File: config.mk
export PLATFORM = sky130hd
export DESIGN_NAME = alu_op_driver
export DESIGN_NICKNAME = d
export VERILOG_FILES = /design/src/rtl/alu_op_driver.sv
export SDC_FILE = /design/constraint.sdc
export NUM_CORES = 1
export LEC_CHECK = 0
export BUFFER_PORTS_ARGS = -buffer_cell sky130_fd_sc_hd__buf_2
export CAP_MARGIN = 20
export CORE_MARGIN = 2
export CORE_UTILIZATION = 51
export CTS_CLUSTER_DIAMETER = 150
export DETAILED_ROUTE_END_ITERATION = 8
export HOLD_SLACK_MARGIN = 0.1
export PLACE_DENSITY_LB_ADDON = 0.1
export SKIP_CTS_REPAIR_TIMING = 1
export SLEW_MARGIN = 20
export SYNTH_ARGS = -nofsm -noshare
export SYNTH_HDL_FRONTEND = slang
export SYNTH_SLANG_ARGS = --single-unit
File: constraint.sdc
create_clock -name clk -period 7.75 [get_ports clk]
set_input_delay 0.3875 -clock clk [delete_from_list [all_inputs] [get_ports clk]]
set_output_delay 0.3875 -clock clk [all_outputs]
set_load 0.02 [all_outputs]
File: src/rtl/alu_op_driver.sv
// -----------------------------------------------------------------------------
// alu_op_driver
//
// Initiator-side front end for the single-cycle ALU. One request
// (req_op, req_a, req_b) is accepted over a valid/ready handshake and driven
// onto the ALU ports. After SETTLE_CYCLES rising edges the ALU outputs are
// captured and returned over a valid/ready response channel.
//
// Optional feature macro: ALU_DRV_CHECK_EN
//   defined   : a golden model checks the captured values at capture time.
//               chk_mismatch pulses and chk_err sets (sticky until rst).
//   undefined : no golden logic. chk_mismatch and chk_err are tied to 0.
//
// Parameters
//   SETTLE_CYCLES : rising edges from ALU port update to capture (1..15)
//   CNT_W         : width of the completed-operation counter
//
// Ports
//   clk, rst                        : clock and async active-high reset
//   req_valid/req_ready             : request handshake
//   req_op/req_a/req_b              : ALU control encoding and operands
//   alu_a/alu_b/alu_ctrl            : registered operands to the ALU
//   alu_result/alu_carry/alu_zero   : ALU outputs
//   rsp_valid/rsp_ready             : response handshake
//   rsp_result/rsp_carry/rsp_zero   : captured ALU outputs
//   op_count                        : completed responses, wraps
//   chk_mismatch/chk_err            : golden-check pulse and sticky flag
// -----------------------------------------------------------------------------
module alu_op_driver #(
    parameter int SETTLE_CYCLES = 1,
    parameter int CNT_W         = 16
) (
    input  logic             clk,
    input  logic             rst,
    input  logic             req_valid,
    output logic             req_ready,
    input  logic [6:0]       req_op,
    input  logic [31:0]      req_a,
    input  logic [31:0]      req_b,
    output logic [31:0]      alu_a,
    output logic [31:0]      alu_b,
    output logic [6:0]       alu_ctrl,
    input  logic [31:0]      alu_result,
    input  logic             alu_carry,
    input  logic             alu_zero,
    output logic             rsp_valid,
    input  logic             rsp_ready,
    output logic [31:0]      rsp_result,
    output logic             rsp_carry,
    output logic             rsp_zero,
    output logic [CNT_W-1:0] op_count,
    output logic             chk_mismatch,
    output logic             chk_err
);

    typedef enum logic [1:0] {
        ST_IDLE = 2'd0,
        ST_WAIT = 2'd1,
        ST_RESP = 2'd2
    } state_t;

    localparam logic [3:0] SETTLE_LOAD = 4'(SETTLE_CYCLES);

    state_t     state;
    state_t     state_nxt;
    logic [3:0] settle_cnt;

    logic accept;
    logic capture;
    logic release_rsp;

    assign accept      = req_valid && req_ready;
    // Capture on the edge where the settle counter steps from 1 to 0.
    assign capture     = (state == ST_WAIT) && (settle_cnt == 4'd1);
    assign release_rsp = (state == ST_RESP) && rsp_valid && rsp_ready;

    // ---------------------------------------------------------------- state register
    // NOTE: sequential state uses non-blocking (<=) so every register samples
    // pre-edge values; blocking here would create order-dependent races.
    always_ff @(posedge clk or posedge rst) begin
        if (rst) begin
            state <= ST_IDLE;
        end else begin
            state <= state_nxt;
        end
    end

    // ---------------------------------------------------------------- next state
    // NOTE: state_nxt gets a default before the case so no path leaves it
    // unassigned; a missing default here would infer a latch.
    always_comb begin
        state_nxt = state;
        unique case (state)
            ST_IDLE: if (accept)      state_nxt = ST_WAIT;
            ST_WAIT: if (capture)     state_nxt = ST_RESP;
            ST_RESP: if (release_rsp) state_nxt = ST_IDLE;
            default:                  state_nxt = ST_IDLE;
        endcase
    end

    // ---------------------------------------------------------------- outputs
    always_comb begin
        req_ready = (state == ST_IDLE) && !rst;
    end

    // ---------------------------------------------------------------- datapath
    // alu_* hold the last issued operation between requests; only reset clears them.
    always_ff @(posedge clk or posedge rst) begin
        if (rst) begin
            alu_a      <= '0;
            alu_b      <= '0;
            alu_ctrl   <= '0;
            settle_cnt <= '0;
            rsp_valid  <= 1'b0;
            rsp_result <= '0;
            rsp_carry  <= 1'b0;
            rsp_zero   <= 1'b0;
            op_count   <= '0;
        end else begin
            if (accept) begin
                alu_a      <= req_a;
                alu_b      <= req_b;
                alu_ctrl   <= req_op;
                settle_cnt <= SETTLE_LOAD;
            end else if (state == ST_WAIT) begin
                settle_cnt <= settle_cnt - 4'd1;
            end

            if (capture) begin
                rsp_result <= alu_result;
                rsp_carry  <= alu_carry;
                rsp_zero   <= alu_zero;
                rsp_valid  <= 1'b1;
            end else if (release_rsp) begin
                rsp_valid  <= 1'b0;
                op_count   <= op_count + CNT_W'(1);
            end
        end
    end

`ifdef ALU_DRV_CHECK_EN
    localparam logic [6:0] OP_ADD  = 7'b1000000;
    localparam logic [6:0] OP_AND  = 7'b0000001;
    localparam logic [6:0] OP_XOR  = 7'b0000010;
    localparam logic [6:0] OP_COMP = 7'b1001000;
    localparam logic [6:0] OP_SLL  = 7'b0010011;
    localparam logic [6:0] OP_SRL  = 7'b0000011;
    localparam logic [6:0] OP_SRA  = 7'b0100011;

    logic [31:0] gold_result;
    logic        gold_carry;
    logic        gold_listed;
    logic        mismatch;

    // Golden values are derived from the registered operands, which are
    // exactly what the ALU sees during the settle window.
    always_comb begin
        gold_result = '0;
        gold_carry  = 1'b0;
        gold_listed = 1'b1;
        case (alu_ctrl)
            OP_ADD:  {gold_carry, gold_result} = {1'b0, alu_a} + {1'b0, alu_b};
            OP_AND:  gold_result = alu_a & alu_b;
            OP_XOR:  gold_result = alu_a ^ alu_b;
            OP_COMP: gold_result = 32'd0 - alu_b;
            OP_SLL:  gold_result = alu_a << alu_b[4:0];
            OP_SRL:  gold_result = alu_a >> alu_b[4:0];
            OP_SRA:  gold_result = 32'($signed(alu_a) >>> alu_b[4:0]);
            default: gold_listed = 1'b0;
        endcase
    end

    // Carry is only meaningful for ADD; unlisted opcodes are never flagged.
    assign mismatch = gold_listed &&
                      ((alu_result != gold_result) ||
                       (alu_zero != (gold_result == 32'd0)) ||
                       ((alu_ctrl == OP_ADD) && (alu_carry != gold_carry)));

    // Registered at the capture edge so the pulse lines up with the first
    // cycle of rsp_valid.
    always_ff @(posedge clk or posedge rst) begin
        if (rst) begin
            chk_mismatch <= 1'b0;
            chk_err      <= 1'b0;
        end else begin
            chk_mismatch <= capture && mismatch;
            if (capture && mismatch) begin
                chk_err <= 1'b1;
            end
        end
    end
`else
    assign chk_mismatch = 1'b0;
    assign chk_err      = 1'b0;
`endif

endmodule

==> results.json, run 1 <==
{
  "num_rows": 37,
  "synth_cells": 328,
  "synth_compound_area_share_pct": 0.325,
  "io_buffers": 231,
  "netlist_area_sq_um": 5390,
  "yosys_warnings": 0,
  "grt_max_degree": 67,
  "grt_first_pass_wirelength_mm": 17.4,
  "nets": 746,
  "finalSetupTns_ps": 0,
  "worst_slack_ps": 5400,
  "status": "completed",
  "finalClockSkew_ps": 6.34,
  "ys_seq_area_share_pct": 59.5,
  "die_area_sq_um": 11400,
  "root_buffer": "clkbuf_8",
  "antenna_found_initial": 0,
  "final_cells": 778,
  "mostFrequentLayoutCells": "buf_2, dfrtp_1, dlygate4sd3_1, mux2_4, mux2_2",
  "synth_area_per_cell_sq_um": 16.4,
  "clock_sinks": 128,
  "ant_nets": 0,
  "clkSlewWorstSetupHoldPaths_ps": 50,
  "maxCapViolations": 0,
  "worst_ep_arrival_time_ps": 2740,
  "ir_worst_vdd_v": 0.000238,
  "final_common_cell": "buf_2",
  "synth_top_family_by_area": "multiplexers",
  "p_leak_nw": 3.92,
  "overflow": 0,
  "crit_required_ps": 8140,
  "period_needed_ps": 2350,
  "core_area_sq_um": 10300,
  "synth_fa_ha_area_share_pct": 0.697,
  "worstSetupPathType": "input pin to flop",
  "gp_congestion": 0.737,
  "drive_gt1_share_pct": 58.1,
  "worst_pin_slew_ps": 822,
  "drt-vias-per-instance": 4.78,
  "ys_types": 32,
  "hold_class": "input pin to flop",
  "hpwl_mm": 7.92,
  "critPathMaxFanout": 53,
  "startpoint_type": "input pin",
  "vias": 3715,
  "cts_buffers": 17,
  "wl_per_cell_um": 15.5,
  "die_w_um": 107,
  "n_antenna_cell": 0,
  "clockBufferDepth": 2,
  "synthMuxAreaShare_pct": 26.3,
  "dr.pass1.iters": 6,
  "syn_to_final_growth_pct": 43.1,
  "synth-xor-area-share_pct": 2.93,
  "die_h_um": 107,
  "worstSkewPairLatency_ps": 510,
  "rsz0062_at_grt": "no",
  "place_ws_ps": 5440,
  "fin_util_pct": 75.0,
  "report.final.slew_viol_count": 0,
  "maxSlewHeadroom_pct": 45.2,
  "num_io_pins": 234,
  "hold_violations": 0,
  "setup_viol": 0,
  "ys_ff_latch": 128,
  "route.detailed.drc": 0,
  "grt_usage_pct": 20.0,
  "min_period_over_period_pct": 30.3,
  "power.density_nw_per_um2": 411,
  "drt_iter0_markers": 97,
  "grt_pass1_vias": 3538,
  "h-tree-depth": 4,
  "holdWs_ps": 110,
  "timing.fmax_mhz": 425,
  "post-place-cells": 682,
  "yosys.area_share.simple_pct": 6.09,
  "initial_utilization_pct": 52.4,
  "wl_mm": 12.0,
  "cts_tree": "yes",
  "cp-end-kind": "flop"
}
==> final cells by class <==
cell class | count | area [sq um]
Clock buffer | 25 | 464
Fill cell | 730 | 2570
Sequential cell | 128 | 3200
Timing Repair Buffer | 302 | 1860
Tap cell | 136 | 170
Inverter | 7 | 28.8
Multi-Input combinational cell | 178 | 1970
Clock inverter | 2 | 10.0
==> critical path: stages <==
cell,delay [ps]
dlygate4sd3_1,540
buf_2,150
nor3_2,140
and2_4,370
buf_4,700
mux2_2,410
==> path summary, 6_finish.rpt <==
kind	slack [ps]	depth (start not counted)	endpoint	startpoint
worst max-delay path	5400	6	alu_a[26]	rst
worst min-delay path	110	2	alu_a[18]	req_a[18]
worst max register to register	5440	4	alu_a[26]	state[1]
worst min register to register	480	1	op_count[15]	op_count[15]
max in group asynchronous	5850	4	rsp_valid	rst
min in group asynchronous	590	3	alu_ctrl[4]	rst
==> flip-flops by register name (all words and copies together), names as in the netlist <==
signal	flops
rsp_carry	1
rsp_zero	1
rsp_result	32
state	2
settle_cnt	4
rsp_valid	1
alu_ctrl	7
alu_a	32
op_count	16
alu_b	32
==> cells in the mapped netlist <==
| cell type | n | area, sq um |
|---|---|---|
| buf_12 | 4 | 80.1 |
| nor4_2 | 1 | 12.5 |
| ha_1 | 3 | 37.5 |
| nand4_1 | 1 | 6.26 |
| nand2_1 | 14 | 52.6 |
| and4b_1 | 1 | 10.0 |
| nand3_4 | 2 | 35.0 |
| buf_4 | 6 | 45.0 |
| nand4b_1 | 1 | 8.76 |
| xor2_1 | 9 | 78.8 |
| a211oi_1 | 1 | 7.51 |
| nand3b_1 | 1 | 7.51 |
| nand3_2 | 1 | 10.0 |
| mux2_2 | 42 | 473 |
| and3_2 | 1 | 7.51 |
| dfrtp_1 | 128 | 3200 |
| nor3_1 | 3 | 15.0 |
| inv_1 | 7 | 26.3 |
| nor2b_1 | 1 | 6.26 |
| nand2b_1 | 1 | 6.26 |
| a21oi_1 | 2 | 10.0 |
| nor4_4 | 1 | 21.3 |
| nand4_4 | 1 | 21.3 |
| nor3_2 | 5 | 50.1 |
| and2_4 | 1 | 8.76 |
| nor2_1 | 7 | 26.3 |
| buf_6 | 6 | 67.6 |
| conb_1 | 1 | 3.75 |
| xnor2_1 | 9 | 78.8 |
| and3_1 | 2 | 12.5 |
| nand3_1 | 2 | 10.0 |
| mux2_4 | 63 | 946 |
==> power breakdown <==
part / internal [mW] / switching, mW
clock: 0.399 / 0.251
sequential: 0.978 / 0.182
combinational: 0.646 / 0.709
total: 2.02 / 1.14
==> through the flow <==
stage / total power, mW / instance area, sq um
global route: 3.33 / 7700
finish: 3.16 / 7700
CTS: 3.16 / 7010
detailed placement: 2.50 / 6540
global placement: 2.46 / 6540
floorplan: 2.10 / 5390
==> logic make-up after synthesis <==
kind of cell,after synthesis
AO/OA/AOI/OAI,3
XOR/XNOR,18
adder cells (fa/ha/maj),3
buffers and inverters,23
flip-flops,128
multiplexers,105
other,1
AND/OR/NAND/NOR,47
==> routing by layer <==
| layer | global-route usage (%) | wire, um |
|---|---|---|
| met2 | 32.9 | 6340 |
| met3 | 6.14 | 660 |
| met1 | 24.0 | 4750 |
| met4 | 9.46 | 278 |
| met5 | 0 | 0 |
Note: power is estimated with default switching activity, not from simulation.
==> run 2: changes to the inputs <==
Settings changed: CORE_UTILIZATION 51 to 48.
Clock period 7.75 ns to 2.4 ns, I/O delays scaled along.
==> results.json, run 2 (synthesis results as in run 1) <==
{
  "status": "completed",
  "crit_required_ps": 2800,
  "grt_max_degree": 65,
  "mostFrequentLayoutCells": "buf_2, dfrtp_1, dlygate4sd3_1, mux2_4, mux2_2",
  "clockBufferDepth": 2,
  "grt_usage_pct": 19.6,
  "route.detailed.drc": 0,
  "rsz0062_at_grt": "no",
  "finalSetupTns_ps": 0,
  "final_cells": 830,
  "cp-end-kind": "flop",
  "hold_violations": 0,
  "finalClockSkew_ps": 5.76,
  "die_w_um": 110,
  "reg2reg_from": "state[1]",
  "power_mw": 10.8,
  "overflow": 0,
  "p_leak_nw": 4.18,
  "critPathMaxFanout": 45,
  "ant_nets": 0,
  "place_ws_ps": 556,
  "cpPeakStageDelay_ps": 430,
  "num_io_pins": 234,
  "maxSlewHeadroom_pct": 54.0,
  "cts_buffers": 17,
  "num-fill-cells": 713,
  "clkSlewWorstSetupHoldPaths_ps": 50,
  "grt_pass1_vias": 3586,
  "reg2reg_depth": 4,
  "drt-vias-per-instance": 4.74,
  "clock_sinks": 128,
  "syn_to_final_growth_pct": 54.1,
  "final_common_cell": "buf_2",
  "cp_cell_sequence": "nor3_2, and2_4, buf_12, mux2_2",
  "root_buffer": "clkbuf_8",
  "die_area_sq_um": 12100,
  "vias": 3931,
  "period_needed_ps": 1840,
  "setup_viol": 0,
  "io_buffers": 231,
  "hpwl_mm": 8.14,
  "dr.pass1.iters": 4,
  "power.density_nw_per_um2": 1300,
  "r2r_end": "alu_a[20]",
  "hold_class": "input pin to flop",
  "grt_first_pass_wirelength_mm": 17.6,
  "n_antenna_cell": 0,
  "worstSkewPairLatency_ps": 520,
  "maxCapViolations": 0,
  "ir_worst_vdd_v": 0.000832,
  "fin_util_pct": 76.2,
  "crit_start": "state[1]",
  "crit_end": "alu_a[20]",
  "timing.fmax_mhz": 543,
  "die_h_um": 110,
  "h-tree-depth": 4,
  "cts_tree": "yes",
  "ff2ff_setup_slack_ps": 560,
  "drt_iter0_markers": 156,
  "wl_mm": 13.3,
  "wl_per_cell_um": 16.0,
  "gp_congestion": 0.757,
  "min_period_over_period_pct": 76.7,
  "core_area_sq_um": 10900,
  "post-place-cells": 691,
  "worst_ep_arrival_time_ps": 2240,
  "antenna_found_initial": 0,
  "nets": 789,
  "top_regs": "alu_a: 32 flops, alu_b: 32 flops, rsp_result: 32 flops",
  "slowest_stage": "dfrtp_1",
  "worst_pin_slew_ps": 689,
  "worstSetupPathType": "flop to flop",
  "initial_utilization_pct": 49.5,
  "worst_slack_ps": 559,
  "num_rows": 38,
  "startpoint_type": "flop",
  "drive_gt1_share_pct": 55.5,
  "report.final.slew_viol_count": 0
}
[run 2: cell types whose count changed in the layout (fill, tap and decap cells not counted), sizes merged]
cell         delta
clkbuf          +2
dlygate4sd3    +38
bufinv          +3
inv             -1
buf             +5
clkinvlp        +1
[run 2: worst min-delay path by stage]
| stage | start | end | slack [ps] | cells past startpoint |
|---|---|---|---|---|
| after floorplan | req_op[0] | alu_ctrl[0] | 270 | 1 |
| after global placement | rst | state[1] | 270 | 2 |
| after detailed placement | rst | op_count[1] | 270 | 2 |
| after CTS | rst | rsp_result[24] | -290 | 2 |
| after global routing | req_valid | alu_ctrl[4] | 150 | 3 |
| final | req_valid | alu_ctrl[4] | 170 | 3 |
[run 2: power by group]
| group | switching [mW] | total, mW | internal, mW |
|---|---|---|---|
| combinational | 2.34 | 4.50 | 2.16 |
| clock | 0.871 | 2.56 | 1.69 |
| sequential | 0.591 | 3.75 | 3.16 |
[run 2: layout make-up]
cell class / count / area [sq um] / share of cell area (%)
sequential: 128 / 3200 / 38.6
tap: 140 / 175 / 2.11
multi-input combinational: 178 / 1970 / 23.7
timing repair buffer: 345 / 2330 / 28.1
clock buffer: 27 / 492 / 5.93
inverter: 7 / 30.0 / 0.362
clock inverter: 5 / 100 / 1.21
[run 2: metrics by stage]
step	area, sq um	hold WS, ps
3_5_place_dp	6630	274
6_report	8300	169
5_1_grt	8300	151
3_3_place_gp	6630	272
4_1_cts	7230	-294
2_1_floorplan	5390	268
[run 2: worst max-delay path: cells and delay by family (launching register included)]
family	cells	cell delay (ps)
mux	1	380
flops	1	430
simple gates	2	580
buf+inv	1	310
[run 2: metal layers]
metal	vias to the layer above	GRT usage [%]	routed length (um)
met5	-	0	0
met3	23	7.41	860
met1	1936	23.6	5400
li1	1821	-	-
met4	0	10.0	277
met2	151	30.6	6790
==> run 3: changes to the inputs <==
Settings changed: CORE_UTILIZATION 48 to 43.
Clock period 2.4 ns to 1.57 ns, I/O delays scaled along.
==> results.json, run 3 (synthesis results as in run 1) <==
{
  "hold_class": "input pin to flop",
  "fin_util_pct": 70.4,
  "overflow": 0,
  "ir_worst_vdd_v": 0.00109,
  "antenna_found_initial": 0,
  "wl_mm": 13.6,
  "crit_start": "state[0]",
  "min_from": "req_valid",
  "clock_sinks": 128,
  "maxSlewHeadroom_pct": 58.8,
  "num-fill-cells": 855,
  "violations": "negative setup slack",
  "gp_congestion": 0.748,
  "syn_to_final_growth_pct": 58.3,
  "drt_iter0_markers": 222,
  "startpoint_type": "flop",
  "wl_per_cell_um": 15.7,
  "timing.fmax_mhz": 624,
  "top_regs": "alu_a: 32 flops, alu_b: 32 flops, rsp_result: 32 flops",
  "dr.pass1.iters": 4,
  "reg2reg_from": "state[0]",
  "p_leak_nw": 4.29,
  "status": "finished, violations left",
  "cts_tree": "yes",
  "min_period_over_period_pct": 102,
  "io_buffers": 231,
  "drt-vias-per-instance": 4.55,
  "cp-end-kind": "flop",
  "report.final.slew_viol_count": 0,
  "hold_violations": 0,
  "worstSetupPathType": "flop to flop",
  "grt_pass1_vias": 3456,
  "worst_pin_slew_ps": 618,
  "setup_viol": 12,
  "nets": 801,
  "place_ws_ps": 1.00,
  "finalClockSkew_ps": 5.41,
  "worstSkewPairLatency_ps": 400,
  "period_needed_ps": 1600,
  "ant_nets": 0,
  "power.density_nw_per_um2": 1950,
  "num_rows": 40,
  "core_area_sq_um": 12100,
  "h-tree-depth": 4,
  "vias": 3955,
  "hpwl_mm": 8.18,
  "clkSlewWorstSetupHoldPaths_ps": 50,
  "grt_first_pass_wirelength_mm": 17.3,
  "power_mw": 16.7,
  "initial_utilization_pct": 44.5,
  "maxCapViolations": 0,
  "route.detailed.drc": 0,
  "die_w_um": 116,
  "grt_usage_pct": 17.0,
  "rsz0062_at_grt": "yes",
  "critPathMaxFanout": 15,
  "die_h_um": 116,
  "num_io_pins": 234,
  "n_antenna_cell": 0,
  "drive_gt1_share_pct": 57.3,
  "grt_max_degree": 108,
  "crit_required_ps": 1860,
  "worst_ep_arrival_time_ps": 1890,
  "worst_slack_ps": -33.0,
  "mostFrequentLayoutCells": "buf_2, dfrtp_1, dlygate4sd3_1, mux2_4, mux2_2",
  "die_area_sq_um": 13400,
  "clockBufferDepth": 2,
  "root_buffer": "clkbuf_16",
  "cts_buffers": 17,
  "final_common_cell": "buf_2"
}
==> run 3: through the flow <==
stage / hold slack (ps) / setup TNS, ps / instances / area, sq um
6_report: 289 / -150 / 870 / 8530
2_1_floorplan: 194 / -15980 / 329 / 5400
5_1_grt: 305 / -3040 / 870 / 8530
3_5_place_dp: 225 / 0 / 725 / 6720
4_1_cts: -213 / -53.2 / 757 / 7270
3_3_place_gp: 219 / 0 / 725 / 6720
==> run 3: path summary, 6_finish.rpt <==
| kind | endpoint | slack [ps] | cells after the start |
|---|---|---|---|
| min reg2reg | op_count[15] | 470 | 1 |
| min in group asynchronous | op_count[9] | 340 | 4 |
| max reg2reg | alu_a[7] | -30 | 4 |
| max | alu_a[7] | -30 | 4 |
| max in group asynchronous | rsp_result[19] | 690 | 4 |
| min | settle_cnt[3] | 290 | 4 |
==> run 3: worst max-delay path, cell delays in order (launching register included) <==
cell	delay (ps)
dfrtp_2	450
nor3_4	180
and2_4	290
buf_12	200
mux2_2	350
==> run 3: area by class of cell <==
type | count | area [sq um] | area share, %
multi-input combinational | 178 | 2050 | 24.1
timing repair buffer | 357 | 2470 | 29.0
inverter | 7 | 30.0 | 0.352
tap | 168 | 210 | 2.47
clock inverter | 6 | 55.1 | 0.646
sequential | 128 | 3200 | 37.6
clock buffer | 26 | 499 | 5.85
==> run 3: where the power goes <==
part           internal, mW  switching (mW)
sequential             4.83           0.866
combinational          3.59            3.71
clock                  2.33            1.33
==> run 3: layer usage <==
metal | global-route usage [%] | wire, um | vias to the layer above
li1 | - | - | 1844
met3 | 6.33 | 824 | 16
met1 | 19.9 | 5480 | 1956
met2 | 27.6 | 7100 | 139
met4 | 8.17 | 221 | 0
met5 | 0 | 0 | -
